`src/rtl/valu_pkg.sv`:
```
// Shared definitions for the vector ALU sequencer: op codes, legality check,
// FSM state encoding and default datapath geometry.
package valu_pkg;

    localparam int LANES_DEF = 5;
    localparam int WIDTH_DEF = 32;

    localparam logic [2:0] VADD = 3'b000;
    localparam logic [2:0] VSUB = 3'b001;
    localparam logic [2:0] VAND = 3'b010;
    localparam logic [2:0] VOR  = 3'b011;
    localparam logic [2:0] VXOR = 3'b100;
    localparam logic [2:0] VMUL = 3'b110;

    typedef enum logic [1:0] {
        IDLE = 2'd0,
        EXEC = 2'd1,
        RESP = 2'd2
    } state_t;

    function automatic logic is_legal(input logic [2:0] op);
        logic ok;
        case (op)
            VADD, VSUB, VAND, VOR, VXOR, VMUL: ok = 1'b1;
            default:                           ok = 1'b0;
        endcase
        return ok;
    endfunction

endpackage

```
`src/rtl/valu_ctrl_rr_arb2.sv`:
```
// Two-way round-robin arbiter: the requester named by ptr wins ties.
// Purely combinational; the pointer register is owned by the caller.
module rr_arb2 (
    input  logic [1:0] req,
    input  logic       ptr,
    input  logic       en,
    output logic [1:0] gnt
);

    always_comb begin
        gnt = 2'b00;
        if (en) begin
            if (req[ptr]) begin
                gnt[ptr] = 1'b1;
            end else if (req[~ptr]) begin
                gnt[~ptr] = 1'b1;
            end
        end
    end

endmodule

```
`src/rtl/valu_ctrl.sv`:
```
// Arbitrates two requesters onto the shared 5-lane vector ALU, holds the op
// for its latency, captures the lane results and returns them with valid/ready.
module valu_ctrl
    import valu_pkg::*;
#(
    parameter int LANES   = LANES_DEF,
    parameter int WIDTH   = WIDTH_DEF,
    parameter int MUL_LAT = 3
) (
    input  logic                   clk,
    input  logic                   reset,
    input  logic [1:0]             req_valid,
    input  logic [2:0]             req_ctrl0,
    input  logic [2:0]             req_ctrl1,
    output logic [1:0]             req_ready,
    output logic                   valu_vector_op,
    output logic [2:0]             valu_alucontrol,
    output logic                   valu_sel,
    input  logic [LANES*WIDTH-1:0] valu_result,
    output logic                   rsp_valid,
    output logic                   rsp_id,
    output logic                   rsp_err,
    output logic [LANES*WIDTH-1:0] rsp_data,
    input  logic                   rsp_ready
);

    localparam int DW = LANES * WIDTH;

    if (MUL_LAT < 1 || MUL_LAT > 15) begin : g_bad_mul_lat
        $error("valu_ctrl: MUL_LAT must be within 1..15");
    end

    localparam logic [3:0] MUL_LAST = 4'(MUL_LAT - 1);

    state_t          state_q, state_d;
    logic            rr_ptr_q, rr_ptr_d;
    logic [3:0]      cnt_q, cnt_d;
    logic            owner_q, owner_d;
    logic [2:0]      op_q, op_d;
    logic            rsp_err_q, rsp_err_d;
    logic [DW-1:0]   rsp_data_q, rsp_data_d;

    logic [1:0]      gnt;
    logic            arb_en;
    logic            win;
    logic [2:0]      win_op;
    logic            last_cnt;

    // Grants are suppressed while reset is held so every output reads 0.
    assign arb_en   = (state_q == IDLE) && reset;
    assign win      = gnt[1];
    assign win_op   = win ? req_ctrl1 : req_ctrl0;
    assign last_cnt = (cnt_q == ((op_q == VMUL) ? MUL_LAST : 4'd0));

    rr_arb2 u_arb (
        .req (req_valid),
        .ptr (rr_ptr_q),
        .en  (arb_en),
        .gnt (gnt)
    );

    assign req_ready       = gnt;
    assign valu_vector_op  = (state_q == EXEC);
    assign valu_alucontrol = (state_q == EXEC) ? op_q : 3'b000;
    assign valu_sel        = owner_q;
    assign rsp_valid       = (state_q == RESP);
    assign rsp_id          = owner_q;
    assign rsp_err         = rsp_err_q;
    assign rsp_data        = rsp_data_q;

    always_comb begin
        state_d    = state_q;
        rr_ptr_d   = rr_ptr_q;
        cnt_d      = cnt_q;
        owner_d    = owner_q;
        op_d       = op_q;
        rsp_err_d  = rsp_err_q;
        rsp_data_d = rsp_data_q;
        case (state_q)
            IDLE: begin
                if (gnt != 2'b00) begin
                    owner_d  = win;
                    op_d     = win_op;
                    rr_ptr_d = ~win;
                    cnt_d    = 4'd0;
                    if (is_legal(win_op)) begin
                        state_d = EXEC;
                    end else begin
                        state_d    = RESP;
                        rsp_err_d  = 1'b1;
                        rsp_data_d = '0;
                    end
                end
            end
            EXEC: begin
                cnt_d = cnt_q + 4'd1;
                if (last_cnt) begin
                    rsp_data_d = valu_result;
                    rsp_err_d  = 1'b0;
                    state_d    = RESP;
                end
            end
            RESP: begin
                if (rsp_ready) begin
                    state_d = IDLE;
                end
            end
            default: state_d = IDLE;
        endcase
    end

    always_ff @(posedge clk or negedge reset) begin
        if (!reset) begin
            state_q    <= IDLE;
            rr_ptr_q   <= 1'b0;
            cnt_q      <= 4'd0;
            owner_q    <= 1'b0;
            op_q       <= VADD;
            rsp_err_q  <= 1'b0;
            rsp_data_q <= '0;
        end else begin
            state_q    <= state_d;
            rr_ptr_q   <= rr_ptr_d;
            cnt_q      <= cnt_d;
            owner_q    <= owner_d;
            op_q       <= op_d;
            rsp_err_q  <= rsp_err_d;
            rsp_data_q <= rsp_data_d;
        end
    end

endmodule

```
`config.mk`:
```
export PLATFORM = sky130hd
export DESIGN_NAME = valu_ctrl
export DESIGN_NICKNAME = d
export VERILOG_FILES = /design/src/rtl/valu_pkg.sv /design/src/rtl/valu_ctrl_rr_arb2.sv /design/src/rtl/valu_ctrl.sv
export SDC_FILE = /design/constraint.sdc
export NUM_CORES = 1
export LEC_CHECK = 0
export ABC_AREA = 1
export BUFFER_PORTS_ARGS = -buffer_cell sky130_fd_sc_hd__clkbuf_2
export CORE_ASPECT_RATIO = 0.6
export CORE_MARGIN = 10
export CORE_UTILIZATION = 38
export DETAILED_ROUTE_END_ITERATION = 16
export HOLD_SLACK_MARGIN = 0.15
export PLACE_DENSITY = 0.68
export SYNTH_ARGS = -nofsm -noshare
export SYNTH_HDL_FRONTEND = slang
export SYNTH_HIERARCHICAL = 1
export SYNTH_SLANG_ARGS = --single-unit
```
`constraint.sdc`:
```
create_clock -name clk -period 3.63 [get_ports clk]
set_clock_uncertainty 0.2 [all_clocks]
set_input_delay 0.5445 -clock clk [delete_from_list [all_inputs] [get_ports clk]]
set_output_delay 0.5445 -clock clk [all_outputs]
set_load 0.01 [all_outputs]
```
==> results, run 1 <==
- STA classifies the critical path startpoint as an input port.
- The cell type of the slowest stage on the worst timing path is dlygate4sd3_1.
- The die covers 0.0289 mm².
- The buffer and inverter count on the worst path is 4.
- The worst max-slew margin expressed relative to the limit is 0.393.
- Of the post-synthesis cell area, the dominant cell type holds 0.508.
- Compared with the post-synthesis result, the final layout area differs by 29.5%.
- In this run, the number of DRC markers left after iteration 0 of detailed routing was 705.
- VDD sags by at most 0.567 mV.
- The post-detailed-routing wire length is 28600 µm.
- The setup slack at placement is 594 ps.
- The chip width is 213 µm.
- After detailed routing, the number of vias per cell comes to 4.87.
- The biggest cell delay along the critical path is 560 ps.
- After synthesis, the mean cell area works out to 7.46 µm².
- The number of antenna violations at the first check in global routing came to 1.
- The most used flip-flop cell after synthesis is dfrtp_1.
- Synthesis produced a netlist with a net count of 1307.
- The top cell family by delay on the critical path is buffers and inverters.
- The cell-internal power is 5490 µW.
- At the worst endpoint, the arrival time is 3320 ps.
- The run finished with clean final reports.
- Setup repair after global routing left no endpoint under its margin.
- The number of vias after detailed routing is 8351.
- The sum of negative setup slack is 0 ps.
- In the global route stage, met1 resource usage came out at 0.258.
- 0 antenna diodes ended up in the layout.
- The total CTS buffers is 17.
- The max-slew violation count is 0.
- During I/O placement, the number of pins put on the boundary was 341.
- At the pin with the least slew margin, the transition time is 911 ps.
- For the worst setup path, the data required time is 3780 ps.
- The H-tree level count is 4.
- For met2 alone, demand over resource in global routing was 0.288.
- The number of global-route vias before repair is 7974.
- The chip height is 136 µm.
- Setup violations remaining at the end of the flow were counted as 0.
- The worst setup path is captured at a flip-flop.
- The global routing's busiest layer is met2.
- The number of filler instances in the final layout is 2227.
- The clock root buffer is clkbuf_16.
- The footprint of the flip-flops and latches is 0.00430 mm².
- Ranked by total cell area, the synthesized netlist is headed by dfrtp_1 (51%), nand2_1 (15%), nand4_1 (12%), inv_1 (7.5%), nor2_1 (7.4%).
- The sequential group share of total power is 0.332.
- The number of buffers on the longest clock path is 2.
- Setup slack closes at 460 ps.
- The number of iterations in the first detailed-routing pass is 5.
- Summing all multi-input logic gate instances after layout gives 0.00315 mm².
- For this design the ratio of total power to cell area is 937 mW/mm².
- For this run, the top clock speed supported by timing is 315 MHz.
- The TritonCTS clock tree is built.
- Of the total power, the share spent switching nets is 0.466.
- The maximum net fanout on the critical path is 161.
- The number of standard cells after synthesis is 1135.
- The port buffer count is 340.
- The count of nets left with antenna violations once routing finished came out at 0.
- Of all flip-flops after synthesis, the portion carrying an async set or reset was 1.00.
- Across every metal layer, demand over resource in global routing totals 0.192.
- The core region area is 0.0220 mm².
- For this run, global-route usage on met3 was measured as 0.0684.
- In this run the cell area of the synthesized design comes to 0.00847 mm².
- The global-route wire length before repair is 44700 µm.
- The synthesized design contains 172 register bits.
- The net count of the finished layout is 1589.
- After legalization and detailed placement, the total HPWL measured 19300 µm.
- The most common cell in the synthesized netlist is nand2_1.
- For this design the static power due to leakage is 0.00686 µW.
- The dominant cell type by area after synthesis is dfrtp_1.
- The synthesized netlist contains 21 unique library cells.
- The count of flip-flops with a built-in enable after synthesis is 0.
- The tree built by TritonCTS fans out to 172 sinks.
- Global routing finished with a remaining overflow of 0.
- The share of layout cells above drive strength 1 is 0.273.
- The average wire length per cell after detail routing is 16.7 µm.
- The starting utilization of the core area is 0.386.
- At the end of routability-driven placement, the weighted congestion stood at 0.823.
- The net switching component of the power is 4790 µW.
- The type of the tightest min-delay check is input port to flip-flop.
- The share of total power dissipated in the clock network is 0.188.
- For this run, design rule violations remaining after detail routing come to 0.
- In the finished design, the share of the clock period the worst path needs comes to 0.873.
- Of the total power, combinational logic draws 0.480.
- The count of standard-cell rows is 42.
- Counting stages on the worst path, the most repeated cell is nand2_1.
- After layout, the minimum clock period comes to 3170 ps.
- The total of warnings raised by yosys is 6.
- The number of endpoints with negative hold slack in the final report is 0.
- The later-pin clock latency in the skew report is 430 ps.
- The post-route core utilization is 0.499.
- Of the synthesized area, sequential elements account for 0.508.
- The tool flagged a number of max-cap violations equal to 0.
- Entering global routing, the biggest net connects 164 pins.
- Clock-pin slew was measured on the worst setup and hold paths at 70 ps.
- The startpoint-to-endpoint class of the critical path is input port to flip-flop.
- The signal on the critical path passes through dlygate4sd3_1 -> buf_6 -> inv_1 -> nor2_1 -> nand2_1 -> a21oi_1 -> nand2_1 -> nand2_1 -> nand3_1 -> nand2_4 -> buf_12 -> nand4_1 -> nand2_1.
- Ranked by instance count, the synthesized netlist is headed by nand2_1 (342), dfrtp_1 (172), inv_1 (170), nor2_1 (167), nand4_1 (163).
==> power by group through the flow <==
stage | Combinational [µW] | Sequential [µW] | Clock, µW
2_1_floorplan | 2610 | 3740 | 0
3_3_place_gp | 4930 | 3400 | 0
3_5_place_dp | 5000 | 3410 | 0
4_1_cts | 4990 | 3410 | 1980
5_1_grt | 5440 | 3520 | 2070
6_report | 4930 | 3410 | 1930
==> routing by layer <==
metal,share of wire,up-vias
met1,0.44,3927
met2,0.46,303
met3,0.092,25
li1,-,4094
met4,0.012,2
met5,0.00045,-
==> layout make-up <==
cell class / instances / area share
clock buffers: 23 / 0.0445
clock inverters: 9 / 0.0123
inverters: 173 / 0.0592
multi-input cells: 701 / 0.287
flip-flops and latches: 172 / 0.392
well taps: 286 / 0.0326
repair buffers: 352 / 0.172
==> through the flow <==
step                hold WS, ps  total power (µW)  instance area [µm²]  cells
finish                      186             10300                11000   1716
global route                203             11000                11000   1716
CTS                         170             10400                11000   1716
detailed placement          258              8410                10300   1683
global placement            253              8330                10300   1683
floorplan                  48.9              6350                 8470   1135
==> tightest hold or removal path, stage by stage <==
cell	delay, ps
clkbuf_2	90
nand3_1	70
o211ai_1	70
==> path summary, 6_finish.rpt <==
| kind | from | endpoint | slack (ps) | cells past startpoint |
|---|---|---|---|---|
| worst max-delay path | reset | rsp_data[8] | 460 | 13 |
| worst min-delay path | req_ctrl0[1] | op_q[1] | 190 | 3 |
| worst max register to register | state_q[0] | rsp_data[8] | 500 | 12 |
| worst min register to register | rsp_data[99] | rsp_data[99] | 270 | 2 |
| max in group asynchronous | reset | rsp_data[113] | 1140 | 4 |
| min in group asynchronous | reset | op_q[2] | 670 | 3 |
==> layout by cell type (no fill, tap or decap), drive strengths merged, types with 2 or more instances in the layout <==
master / Yosys / layout
a21oi: 5 / 5
buf: 51 / 12
bufinv: 0 / 3
clkbuf: 38 / 362
clkinv: 0 / 3
clkinvlp: 0 / 3
dfrtp: 172 / 172
inv: 173 / 173
nand2: 345 / 345
nand3: 8 / 8
nand4: 163 / 163
nor2: 168 / 168
nor3: 2 / 2
o21ai: 6 / 6
xor2: 2 / 2
==> logic make-up (layout without fill, tap and decap cells) <==
group,count (synthesis),in the layout,synth area share
and+or+nand+nor,686,686,0.356
buffers and inverters,262,557,0.125
DFF,172,172,0.508
AOI/OAI and AO/OA,12,12,0.00739
xor gates and xnor gates,2,2,0.00207
adders and majority gates,1,1,0.00148
==> registers in the layout, summed over array words and instances, names as in the netlist <==
signal / cells
rr_ptr_q: 1
state_q: 2
op_q: 3
rsp_data: 160
cnt_q: 4
rsp_err: 1
rsp_id: 1
==> repair_timing <==
item	CTS	global route
endpoints found under the hold margin	103	0
buffers inserted	0	0
hold buffers	1	0
resized for setup	0	0
Note: power is estimated with default switching activity, not from simulation.
==> run 2, diff against run 1 <==
- CTS_BUF_LIST: not set -> sky130_fd_sc_hd__clkbuf_4 sky130_fd_sc_hd__clkbuf_8
==> run 2 against run 1 <==
Critical path depth unchanged. Global-route usage up 0.058 points. Hold slack better by 7.5 ps. Sequential power about the same. Non-clock buffer count up 9. Final area down 0.86%. Final cell count up 0.52%. Utilization down 0.43 points. First-iteration DRC count up 0.85%. Critical path type unchanged.
==> results, run 2 (synthesis gave the netlist of run 1 again) <==
- The run finished with clean final reports.
- The first TritonRoute pass finished after 6 iterations.
- The multi-input combinational cells in the finished layout cover a total of 0.00315 mm².
- Overall power consumption after layout is estimated at 9840 µW.
- The count of pins on the block boundary is 341.
- The number of gates resized after CTS was 0.
- Prior to clock tree synthesis, the placed netlist has a worst setup slack of 594 ps.
- After clock tree synthesis, the clock-pin slew on the worst setup and hold paths is 90 ps.
- The chip height is 136 µm.
- For this design the static power due to leakage is 0.00682 µW.
- The core region is 0.0220 mm².
- The layout-stage area growth over the synthesis result is 28.4%.
- The longest clock path from root to sink contains 2 buffers.
- The worst max-slew margin expressed relative to the limit is 0.363.
- The startpoint type of the worst setup path is an input port.
- Detailed routing inserted a total of 8322 vias.
- The pin count of the biggest net entering global routing is 164.
- The via count normalized by instance count is 4.82.
- The remaining antenna violation count after routing is 0.
- In this run the worst path has a maximum fanout of 161.
- The placed instance area is 0.0103 mm².
- The H-tree was split into 4 levels.
- The antenna cell count is 0.
- The setup fix buffers added after clock tree synthesis is 0.
- The total track usage is 0.192.
- STA classifies the critical path endpoint as a flip-flop.
- The layout has 2242 filler cells.
- The average wire length per cell after detail routing is 16.6 µm.
- The post-detailed-routing wire length is 28600 µm.
- The share of layout cells above drive strength 1 is 0.272.
- Power spread over the standard cell area amounts to 905 mW/mm².
- Once layout is done, the placed cells without fillers occupy 0.0109 mm².
- The arrival time at the worst endpoint is 3430 ps.
- At the worst endpoint, the required time is 3820 ps.
- After global routing the overflow that remains totals 0.
- Setup violations remaining at the end of the flow were counted as 0.
- The upper clock frequency limit is 309 MHz.
- Across the whole layout, storage elements account for 0.00430 mm².
- Detailed placement finished with a half-perimeter wire length of 19300 µm.
- The TritonCTS clock tree is built.
- Max-cap violations in this run came to 0.
- Setup repair after global routing left no endpoint under its margin.
- The max-slew violation count was 0.
- After layout, the minimum clock period comes to 3230 ps.
- The initial detailed-routing violation count is 711.
- The startpoint-to-endpoint class of the critical path is input port to flip-flop.
- At the pin with the least slew margin, the transition time is 956 ps.
- The number of flip-flops under the largest register name is 160.
- The count of cells along the worst hold path is 5.
- The number of endpoints with negative hold slack in the final report is 0.
- In this run, CTS created clock tree buffers numbering 17.
- The count of standard-cell rows is 42.
- The final weighted congestion in routability-driven placement is 0.823.
- The number of global-route vias before repair is 8029.
- The hold buffer count at CTS is 10.
- Final hold analysis gives a worst-case slack of 193 ps.
- The first global-routing pass estimated 44800 µm of wire.
- The min-delay analysis places its worst path in the category input port to flip-flop.
- Measured in cells, the most critical reg-to-reg path has a length of 12.
- The starting utilization of the core area is 0.386.
- The least setup slack across all paths after layout is 396 ps.
- In the routed design, unresolved DRC markers number 0.
- The later-pin clock latency in the skew report is 460 ps.
- The sum of negative setup slack is 0 ps.
- The number of antenna violations at the first check in global routing is 0.
- The area of the die is 0.0289 mm².
- During placement, the flow inserted port buffers numbering 340.
- The count of nets after finishing is 1598.
- For this design, the sink count on the clock tree is 172.
- In the layout the commonest cells are nand2_1 (342), clkbuf_2 (339), dfrtp_1 (172).
- The portion of the clock cycle consumed by the worst path in the final layout is 0.891.
- The worst vdd rail ir drop is 0.570 mV.
- In this run the clock root is driven by a clkbuf_8.
- The library cell used most frequently in the layout, excluding fill and tap cells, is nand2_1.
- The chip width is 213 µm.
==> run 2: metal layers <==
layer  vias up  track usage  routed length [µm]
li1       4110            -                   -
met4         0       0.0434                 308
met3        20       0.0635                2520
met5         -            0                   0
met1      3887        0.262               12800
met2       305        0.290               13000
==> run 2: worst max-delay path, stage by stage <==
cell and delay (ps):
dlygate4sd3_1 560, buf_6 140, inv_1 50, nor2_1 130, nand2_1 70, a21oi_1 370, nand2_1 100, nand2_1 140
nand3_1 130, nand2_4 110, buf_12 430, nand4_1 190, nand2_1 110
==> run 2: cell type report <==
class | instances | area share
Sequential cell | 172 | 0.396
Clock inverter | 9 | 0.0124
Clock buffer | 23 | 0.0280
Timing Repair Buffer | 361 | 0.182
Multi-Input combinational cell | 701 | 0.289
Inverter | 173 | 0.0597
Tap cell | 286 | 0.0329
==> run 2: worst paths after layout <==
kind / startpoint / slack [ps] / endpoint
max reg2reg: state_q[0] / 410 / rsp_data[123]
max in group asynchronous: reset / 1190 / rsp_data[113]
min: valu_result[50] / 190 / rsp_data[50]
max: reset / 400 / rsp_data[123]
min reg2reg: rsp_data[17] / 280 / rsp_data[17]
min in group asynchronous: reset / 640 / op_q[2]
==> run 2: power by group <==
part / switching, µW / total, µW / internal [µW]
clock: 715 / 1490 / 771
sequential: 575 / 3410 / 2830
combinational: 3440 / 4950 / 1510
==> run 2: metrics by stage <==
step                 util  instances
global route        0.495       1725
floorplan               -       1135
detailed placement  0.471       1683
CTS                 0.495       1725
global placement    0.471       1683
finish              0.495       1725
